## src/rtl/prog_loader_pkg.sv

```systemverilog
// Shared definitions for the program loader: state encoding, status bundle and
// the constants that size the loader datapath.
package prog_loader_pkg;

  localparam int IA_BITS                 = 8;
  localparam int PROG_LOADER_INSTR_WIDTH = 16;
  localparam int PROG_LOADER_COUNT_WIDTH = 16;

  typedef enum logic [2:0] {
    S_IDLE    = 3'd0,
    S_LEN_HI  = 3'd1,
    S_LEN_LO  = 3'd2,
    S_DATA_HI = 3'd3,
    S_DATA_LO = 3'd4,
    S_CHECK   = 3'd5,
    S_DONE    = 3'd6,
    S_ERROR   = 3'd7
  } loaderState_e;

  typedef struct packed {
    logic busy;
    logic done;
    logic error;
    logic coreRstn;
    logic rxReady;
  } loaderStatus_t;

  // Status flags are a pure function of the state they will accompany.
  function automatic loaderStatus_t statusFor(loaderState_e s);
    loaderStatus_t st;
    st = '0;
    case (s)
      S_LEN_HI, S_LEN_LO, S_DATA_HI, S_DATA_LO, S_CHECK: begin
        st.busy    = 1'b1;
        st.rxReady = 1'b1;
      end
      S_DONE: begin
        st.done     = 1'b1;
        st.coreRstn = 1'b1;
      end
      S_ERROR: st.error = 1'b1;
      default: ;
    endcase
    return st;
  endfunction

endpackage

```

## src/rtl/prog_loader_checksum.sv

```systemverilog
// Running XOR over the received program bytes; cleared when a new load starts.
module ldr_checksum (
  input  logic       clk,
  input  logic       rstn,
  input  logic       clear,
  input  logic       byteEn,
  input  logic [7:0] data,
  output logic [7:0] sum
);

  always_ff @(posedge clk or negedge rstn) begin
    if (!rstn) begin
      sum <= 8'd0;
    end else if (clear) begin
      sum <= 8'd0;
    end else if (byteEn) begin
      sum <= sum ^ data;
    end
  end

endmodule

```

## src/rtl/prog_loader.sv

```systemverilog
// Byte-stream program loader: receives count, 16-bit words and a checksum,
// writes the words into instruction memory and releases the core on success.
module prog_loader
  import prog_loader_pkg::*;
#(
  parameter int pc_width    = IA_BITS,
  parameter int instr_width = PROG_LOADER_INSTR_WIDTH
) (
  input  logic                   clk,
  input  logic                   rstn,
  input  logic                   start,
  input  logic [7:0]             rx_data,
  input  logic                   rx_valid,
  output logic                   rx_ready,
  output logic                   imem_we,
  output logic [pc_width-1:0]    imem_addr,
  output logic [instr_width-1:0] imem_wdata,
  output logic                   core_rstn,
  output logic                   busy,
  output logic                   done,
  output logic                   error,
  output loaderState_e           dbgState
);

  localparam logic [PROG_LOADER_COUNT_WIDTH:0] maxCount =
    (PROG_LOADER_COUNT_WIDTH+1)'(1) << pc_width;

  loaderState_e                       state;
  loaderState_e                       stateNext;
  loaderStatus_t                      status;
  logic [PROG_LOADER_COUNT_WIDTH-1:0] count;
  logic [PROG_LOADER_COUNT_WIDTH-1:0] index;
  logic [7:0]                         hiByte;
  logic [7:0]                         checksum;
  logic                               xfer;
  logic                               startTaken;
  logic                               idleLike;

  // Handshake: a byte moves only on a rising edge where rx_valid and rx_ready
  // are both high; rx_valid may drop at any time and simply stalls the loader.
  assign xfer       = rx_valid && rx_ready;
  assign idleLike   = (state == S_IDLE) || (state == S_DONE) || (state == S_ERROR);
  assign startTaken = start && idleLike;

  ldr_checksum uChecksum (
    .clk    (clk),
    .rstn   (rstn),
    .clear  (startTaken),
    .byteEn (xfer && (state != S_CHECK)),
    .data   (rx_data),
    .sum    (checksum)
  );

  always_comb begin
    stateNext = state;
    case (state)
      S_IDLE, S_DONE, S_ERROR: if (start) stateNext = S_LEN_HI;
      S_LEN_HI: if (xfer) stateNext = S_LEN_LO;
      S_LEN_LO: begin
        if (xfer) begin
          if ({1'b0, count[15:8], rx_data} > maxCount) stateNext = S_ERROR;
          else if ({count[15:8], rx_data} == 16'd0)     stateNext = S_CHECK;
          else                                          stateNext = S_DATA_HI;
        end
      end
      S_DATA_HI: if (xfer) stateNext = S_DATA_LO;
      S_DATA_LO: if (xfer) stateNext = ((index + 16'd1) == count) ? S_CHECK : S_DATA_HI;
      S_CHECK:   if (xfer) stateNext = (rx_data == checksum) ? S_DONE : S_ERROR;
      default:   stateNext = S_IDLE;
    endcase
  end

  always_ff @(posedge clk or negedge rstn) begin
    if (!rstn) begin
      state      <= S_IDLE;
      status     <= '0;
      imem_we    <= 1'b0;
      imem_addr  <= '0;
      imem_wdata <= '0;
      count      <= '0;
      index      <= '0;
      hiByte     <= 8'd0;
    end else begin
      state   <= stateNext;
      status  <= statusFor(stateNext);
      imem_we <= 1'b0;
      if (startTaken) begin
        count <= '0;
        index <= '0;
      end
      if (xfer) begin
        case (state)
          S_LEN_HI:  count[15:8] <= rx_data;
          S_LEN_LO:  count[7:0]  <= rx_data;
          S_DATA_HI: hiByte      <= rx_data;
          S_DATA_LO: begin
            imem_we    <= 1'b1;
            imem_addr  <= index[pc_width-1:0];
            imem_wdata <= {hiByte, rx_data};
            index      <= index + 16'd1;
          end
          default: ;
        endcase
      end
    end
  end

  assign rx_ready  = status.rxReady;
  assign busy      = status.busy;
  assign done      = status.done;
  assign error     = status.error;
  assign core_rstn = status.coreRstn;
  assign dbgState  = state;

endmodule
```

## config.mk

```make
export PLATFORM = sky130hd
export DESIGN_NAME = prog_loader
export DESIGN_NICKNAME = d
export VERILOG_FILES = /design/src/rtl/prog_loader_pkg.sv /design/src/rtl/prog_loader_checksum.sv /design/src/rtl/prog_loader.sv
export SDC_FILE = /design/constraint.sdc
export NUM_CORES = 1
export LEC_CHECK = 0
export ABC_AREA = 1
export BUFFER_PORTS_ARGS = -buffer_cell sky130_fd_sc_hd__buf_4
export CORE_MARGIN = 5
export CORE_UTILIZATION = 45
export CTS_BUF_LIST = sky130_fd_sc_hd__clkbuf_4
export CTS_CLUSTER_DIAMETER = 60
export CTS_CLUSTER_SIZE = 20
export DETAILED_ROUTE_END_ITERATION = 16
export PLACE_DENSITY = 0.68
export SLEW_MARGIN = 10
export SYNTH_ARGS = -nofsm -noshare
export SYNTH_HDL_FRONTEND = slang
export SYNTH_SLANG_ARGS = --single-unit
```

## constraint.sdc

```tcl
create_clock -name clk -period 2.11 [get_ports clk]
set_input_delay 0.422 -clock clk [delete_from_list [all_inputs] [get_ports clk]]
set_output_delay 0.422 -clock clk [all_outputs]
set_load 0.02 [all_outputs]
```

==> reports/results.ini, run 1 <==
[placement]
place_inst = 657
port_buffers = 44
place_area_um2 = 4467
gp_congestion = 0.8880
place_ws_ns = -0.06986
dp_hpwl_mm = 6.913

[worst_setup_path]
crit-reg2reg-launch = index[3]
setup.worst_path.class = register to register
required_ns = 2.43
cp_slowest_cell = dfrtp_1
arrival_ns = 2.53
endpoint_kind = register
startpoint = index[3]
worst-path-max-fanout = 5
cp-start-kind = register
reg2reg_slack_ns = -0.11
crit_chain = buf_6 -> clkinvlp_4 -> nor2_4 -> nand3_2 -> nand2_2 -> nand2_1 -> nand2_1 -> nand2_1 -> nor2_2 -> nand2_1 -> nor2_2 -> nand3_1 -> nand2_1 -> nand2_1 -> nand2_1 -> nand3_2 -> nand2_2 -> nor2_1
crit_buf_inv = 2
cp_common_cell = nand2_1
worstReg2RegEnd = core_rstn
rr_worst_depth = 18
critPathMaxStageDelay_ns = 0.42
critical-path-top-delay-family = simple AND/OR/NAND/NOR gates

[synth]
synth-edff-count = 0
yosysTopAreaCell = dfrtp_1
async_flop_share_pct = 100.0
synth_seq_cells = 79
ys_top_cells_by_count = 152 x nand2_1, 79 x dfrtp_1, 63 x nand3_1
syn_inst = 511
yosysUniqueCellTypes = 29
postSynthAreaPerCell_um2 = 7.759
yosysMostFrequentCell = nand2_1
syn_area_um2 = 3965
yosys_most_used_dff = dfrtp_1
yosys-top-cells-area = dfrtp_1 50%, nand2_1 14%, nand3_1 8.0%
syn_nets = 524
synth_seq_area_share_pct = 49.86
ys_warn_count = 0
synth_top_area_share_pct = 49.86

[detailed_routing]
drc = 0
vias = 3600
ant_nets = 0
wl_per_cell_um = 14.80
drt_wl_total_mm = 10.08
viasPerCell = 5.286
detail_route.iter0.violations = 202
drtPass1Iterations = 5

[global_route]
grtUsageMet1_pct = 25.45
gr-total-overflow = 0
grtUsageMet2_pct = 29.60
antenna_found_initial = 0
grt_max_degree = 79
grt_pass1_vias = 3459
gr-usage-met3_pct = 4.593
grt_pass1_wl_mm = 16.80
track_usage_pct = 19.02
grt.busiest_layer = met2

[floorplan]
fp.dieH_um = 103.9
dieArea_um2 = 10790
row_count = 34
fp.coreArea_um2 = 8636
initial_core_util_pct = 45.91
io_pins = 45
die_w_um = 103.9

[clocking]
clk_path_buf_depth = 2
cts_tree = built
clkSinkCount = 79
clk_latency_ns = 0.44
path_clk_slew_ns = 0.14
cts_buffers = 9
clockRootBuffer = clkbuf_4
htreeDepth = 3

[pwr]
ir_worst_vdd_uv = 926.8
leakage_nw = 2.345
cellPowerDensity_nw_per_um2 = 1223

[cells_and_area]
diodes = 0
final_nets = 581
final_core_util_pct = 55.68
regArea_um2 = 1978
syn_to_final_growth_pct = 21.27
multiInputGateArea_um2 = 1793
post-route-cell-area_um2 = 4808
fillerInstances = 829
finalNonFillerCells = 681
drive_above_1_share_pct = 19.55

[timing]
slew_headroom_pct = 61.50
setup_ws_ns = -0.1054
fin_crit_sh_pct = 105.0
finalSetupViolations = 3
tns_ns = -0.2778
max_freq_mhz = 451.4
rsz0062_at_grt = yes
period_minus_slack_ns = 2.215
finalHoldViolations = 0
clock_skew_ns = 0.01119
slew_violations = 0
tightest_slew_ns = 0.5769

[worst_hold_path]
whs_endpoint = uChecksum.sum[3]
holdCritPathClass = input port to register
min-delay-start = rx_data[3]
min_path_cells = 4

[run]
max_cap_viol_count = 0

[outcome]
violations = setup timing
status = finished with violations

-- where the power goes --
group	switching, mW	total (mW)	internal [mW]	leakage (nW)
clock network	0.585	1.09	0.502	0.0836
logic	1.47	2.41	0.943	1.21
registers	0.374	2.38	2.01	1.05
total	2.43	5.88	3.45	2.34
-- metrics by stage --
stage	power (mW)	hold WS (ns)
5_1_grt	6.331	0.2742
2_1_floorplan	3.876	0.1264
4_1_cts	5.850	0.2591
3_3_place_gp	4.653	0.2154
6_report	5.879	0.2835
3_5_place_dp	4.729	0.2154
-- registers in the layout, summed over array words and instances, names as in the netlist --
register	cells
hiByte	8
imem_wdata	16
rx_ready	1
imem_we	1
dbgState	3
index	16
core_rstn	1
imem_addr	8
error	1
uChecksum.sum	8
count	16
-- worst register-to-register path, cell delays in order (launching register included) --
cell        delay [ns]
dfrtp_1           0.42
buf_6             0.13
clkinvlp_4        0.14
nor2_4            0.23
nand3_2           0.10
nand2_2           0.07
nand2_1           0.07
nand2_1           0.06
nand2_1           0.05
nor2_2            0.09
nand2_1           0.07
nor2_2            0.11
nand3_1           0.08
nand2_1           0.08
nand2_1           0.08
nand2_1           0.08
nand3_2           0.08
nand2_2           0.11
nor2_1            0.04
-- repair_timing --
action,in CTS,in global routing
buffers inserted,2,4
gates resized for setup,12,15
pin swaps,10,16
endpoints found under the hold margin,10,0
gates cloned,1,0
hold buffers,1,0
setup endpoints to repair,3,4
-- cell type report --
type / count / share of cell area (%)
Timing Repair Buffer: 62 / 10.75
Inverter: 57 / 4.528
Tap cell: 108 / 2.810
Sequential cell: 79 / 41.14
Multi-Input combinational cell: 359 / 37.29
Clock buffer: 10 / 1.561
Clock inverter: 6 / 1.926
-- routing by layer --
layer | vias to the layer above | part of all wire [%]
met5 | - | 0
met2 | 101 | 47
met1 | 1696 | 45
met3 | 30 | 4.6
li1 | 1773 | -
met4 | 0 | 3.6
-- cell usage in the layout, fill, tap and decap left out, types with 3 or more instances in the layout --
cell type / netlist / layout
nand3_1: 63 / 57
nor2_1: 26 / 24
nand3_2: 1 / 7
nor3_1: 3 / 3
inv_1: 55 / 53
xor2_1: 7 / 7
xnor2_1: 3 / 3
nand2_2: 4 / 7
nand4_1: 11 / 11
clkbuf_4: 0 / 10
buf_12: 0 / 3
nor2_4: 3 / 4
buf_4: 2 / 55
o21ai_0: 52 / 52
o31ai_1: 7 / 7
nor2_2: 5 / 7
dfrtp_1: 79 / 78
a21oi_1: 10 / 10
clkinvlp_4: 0 / 3
buf_6: 0 / 3
nand2_1: 152 / 147
-- how the worst max path moves through the flow --
stage,to,slack [ns],depth (start not counted)
after floorplan,core_rstn,0.12,16
after global placement,core_rstn,0.0007,16
after detailed placement,core_rstn,-0.07,16
after CTS,core_rstn,0.004,19
final,core_rstn,-0.11,18
after global routing,core_rstn,-0.28,18
-- logic make-up (layout without fill, tap and decap cells) --
kind of cell,Yosys count,count (layout),synth area share [%]
buffers and inverters,74,135,7.195
AND/OR/NAND/NOR,273,274,30.26
XOR/XNOR,10,10,2.209
AO/OA/AOI/OAI,74,74,10.16
adder cells (fa/ha/maj),1,1,0.3155
flip-flops,79,79,49.86
Note: power is estimated with default switching activity, not from simulation.
==> run 2, diff against run 1 <==
- PLACE_DENSITY: 0.68 -> 0.66
- clock period: 2.11 -> 2.1 ns (I/O delays scaled with it)
==> reports/results.ini, run 2 (synthesis gave the netlist of run 1 again) <==
[cells_and_area]
diodes = 0  ; unchanged
reg.largest.list = count x16, imem_wdata x16, index x16
syn_to_final_growth_pct = 20.95
final_core_util_pct = 55.53  ; -0.14 points
final_common_cell = nand2_1
final_nets = 580  ; -0.17%
drive_above_1_share_pct = 19.58  ; +0.034 points
most-common-layout-cells = 145 x nand2_1, 77 x dfrtp_1, 59 x nand3_1

[worst_setup_path]
crit_buf_inv = 0  ; -2
cp_slowest_cell = dfrtp_1
required_ns = 2.41  ; -0.02 ns
crit_chain = ha_4 -> or2_4 -> nand3_1 -> nand2_1 -> nor2_2 -> nand3_2 -> nor2_2 -> nand2_1 -> nor2_2 -> nand3_1 -> nand2_1 -> nand2_2 -> nand2_2 -> nand3_2 -> nand2_2 -> nor2_1
critPathMaxStageDelay_ns = 0.44  ; +0.02 ns
cp-start-kind = register
arrival_ns = 2.52  ; about the same
endpoint_kind = register
critical-path-top-delay-family = simple AND/OR/NAND/NOR gates
worst-path-max-fanout = 3  ; -2
setup.worst_path.class = register to register

[detailed_routing]
wl_per_cell_um = 15.11  ; +2.1%
vias = 3598  ; -0.056%
viasPerCell = 5.291  ; about the same
drt_wl_total_mm = 10.28  ; +1.9%
drc = 0  ; unchanged
drtPass1Iterations = 5  ; unchanged
ant_nets = 0  ; unchanged
detail_route.iter0.violations = 188  ; -6.9%

[clocking]
clk_path_buf_depth = 2  ; unchanged
cts_tree = built
cts_buffers = 9  ; unchanged
clockRootBuffer = clkbuf_4
htreeDepth = 3  ; unchanged
clkSinkCount = 79  ; unchanged
clk_latency_ns = 0.43  ; about the same
path_clk_slew_ns = 0.14  ; about the same

[worst_hold_path]
holdCritPathClass = input port to register

[placement]
port_buffers = 44  ; unchanged
place_ws_ns = -0.03416  ; +0.03570 ns
gp_congestion = 0.8824  ; -0.63%
dp_hpwl_mm = 7.113  ; +2.9%

[run]
max_cap_viol_count = 0  ; unchanged

[floorplan]
fp.coreArea_um2 = 8636  ; unchanged
fp.dieH_um = 103.9  ; unchanged
dieArea_um2 = 10790  ; unchanged
die_w_um = 103.9  ; unchanged
initial_core_util_pct = 45.91  ; unchanged
io_pins = 45  ; unchanged
row_count = 34  ; unchanged

[timing]
clock_skew_ns = 0.01743  ; +0.006235 ns
slew_headroom_pct = 60.72  ; -0.78 points
setup_ws_ns = -0.1124  ; -0.007035 ns
fin_crit_sh_pct = 105.4  ; +0.36 points
rsz0062_at_grt = yes
finalHoldViolations = 0  ; unchanged
finalSetupViolations = 3  ; unchanged
tightest_slew_ns = 0.5886  ; +0.01168 ns
max_freq_mhz = 452.0  ; +0.13%
period_minus_slack_ns = 2.212  ; -0.002965 ns
slew_violations = 0  ; unchanged
holdWs_ns = 0.3108  ; +0.02728 ns

[global_route]
grtUsageMet1_pct = 25.49  ; +0.039 points
grt_max_degree = 63  ; -20%
gr-total-overflow = 0  ; unchanged
grtUsageMet2_pct = 30.28  ; +0.68 points
antenna_found_initial = 0  ; unchanged
grt_pass1_vias = 3522  ; +1.8%
grt.busiest_layer = met2
gr-usage-met3_pct = 4.097  ; -0.50 points
track_usage_pct = 19.13  ; +0.11 points
grt_pass1_wl_mm = 17.01  ; +1.2%

[pwr]
cellPowerDensity_nw_per_um2 = 1216  ; -0.50%
leakage_nw = 2.319  ; -1.1%
ir_worst_vdd_uv = 814.7  ; -12%

[outcome]
status = finished with violations
violations = setup timing

run 2: cell count changes in the layout (fill, tap and decap cells not counted), sizes merged:
cell,before,now
clkinvlp,3,2
buf,61,60
bufinv,2,1
clkinv,2,3
inv,56,57
run 2: worst reg2reg max path: stages (launching register included):
cell     delay (ns)
dfrtp_1        0.44
ha_4           0.20
or2_4          0.25
nand3_1        0.07
nand2_1        0.06
nor2_2         0.13
nand3_2        0.08
nor2_2         0.11
nand2_1        0.07
nor2_2         0.13
nand3_1        0.09
nand2_1        0.10
nand2_2        0.08
nand2_2        0.06
nand3_2        0.07
nand2_2        0.10
nor2_1         0.04
run 2: per-layer routing:
metal	vias up	part of all wire (%)
li1	1775	-
met1	1691	44
met2	106	47
met3	26	5.1
met4	0	3.4
met5	-	0
run 2: path summary, 6_finish.rpt:
check | depth (start not counted) | slack, ns | end | startpoint
max | 16 | -0.11 | core_rstn | index[1]
min in group asynchronous | 2 | 0.39 | imem_addr[5] | rstn
min reg2reg | 2 | 0.49 | imem_wdata[8] | imem_wdata[8]
max in group asynchronous | 3 | 1.08 | index[2] | rstn
min | 4 | 0.31 | uChecksum.sum[3] | rx_data[3]
max reg2reg | 16 | -0.11 | core_rstn | index[1]
run 2: metrics by stage:
stage	instance area, um2	setup TNS, ns	total power, mW	instances
2_1_floorplan	3965	0	3.895	511
3_5_place_dp	4467	-0.04633	4.759	657
3_3_place_gp	4467	0	4.678	657
6_report	4796	-0.2996	5.834	680
4_1_cts	4707	-0.04429	5.769	679
5_1_grt	4796	-0.9753	6.307	680
run 2: cell type report:
class | count | area, um2
clock buffers | 10 | 75.07
well taps | 108 | 135.1
inverters | 57 | 214.0
repair buffers | 61 | 509.2
multi-input cells | 359 | 1815
clock inverters | 6 | 67.56
fillers | 819 | 3840
flip-flops and latches | 79 | 1979
run 2: timing repair:
action,4_1_cts,5_1_grt
hold buffers,1,0
gates resized for setup,12,22
setup buffers,4,1
hold endpoints to repair,17,0
pin swaps,5,23
endpoints found under the setup margin,3,5
gates cloned,1,0
run 2: report_power, final:
group          internal, mW  switching (mW)
clock network         0.383           0.566
logic                 0.960            1.53
registers              2.02           0.384
total                  3.36            2.48
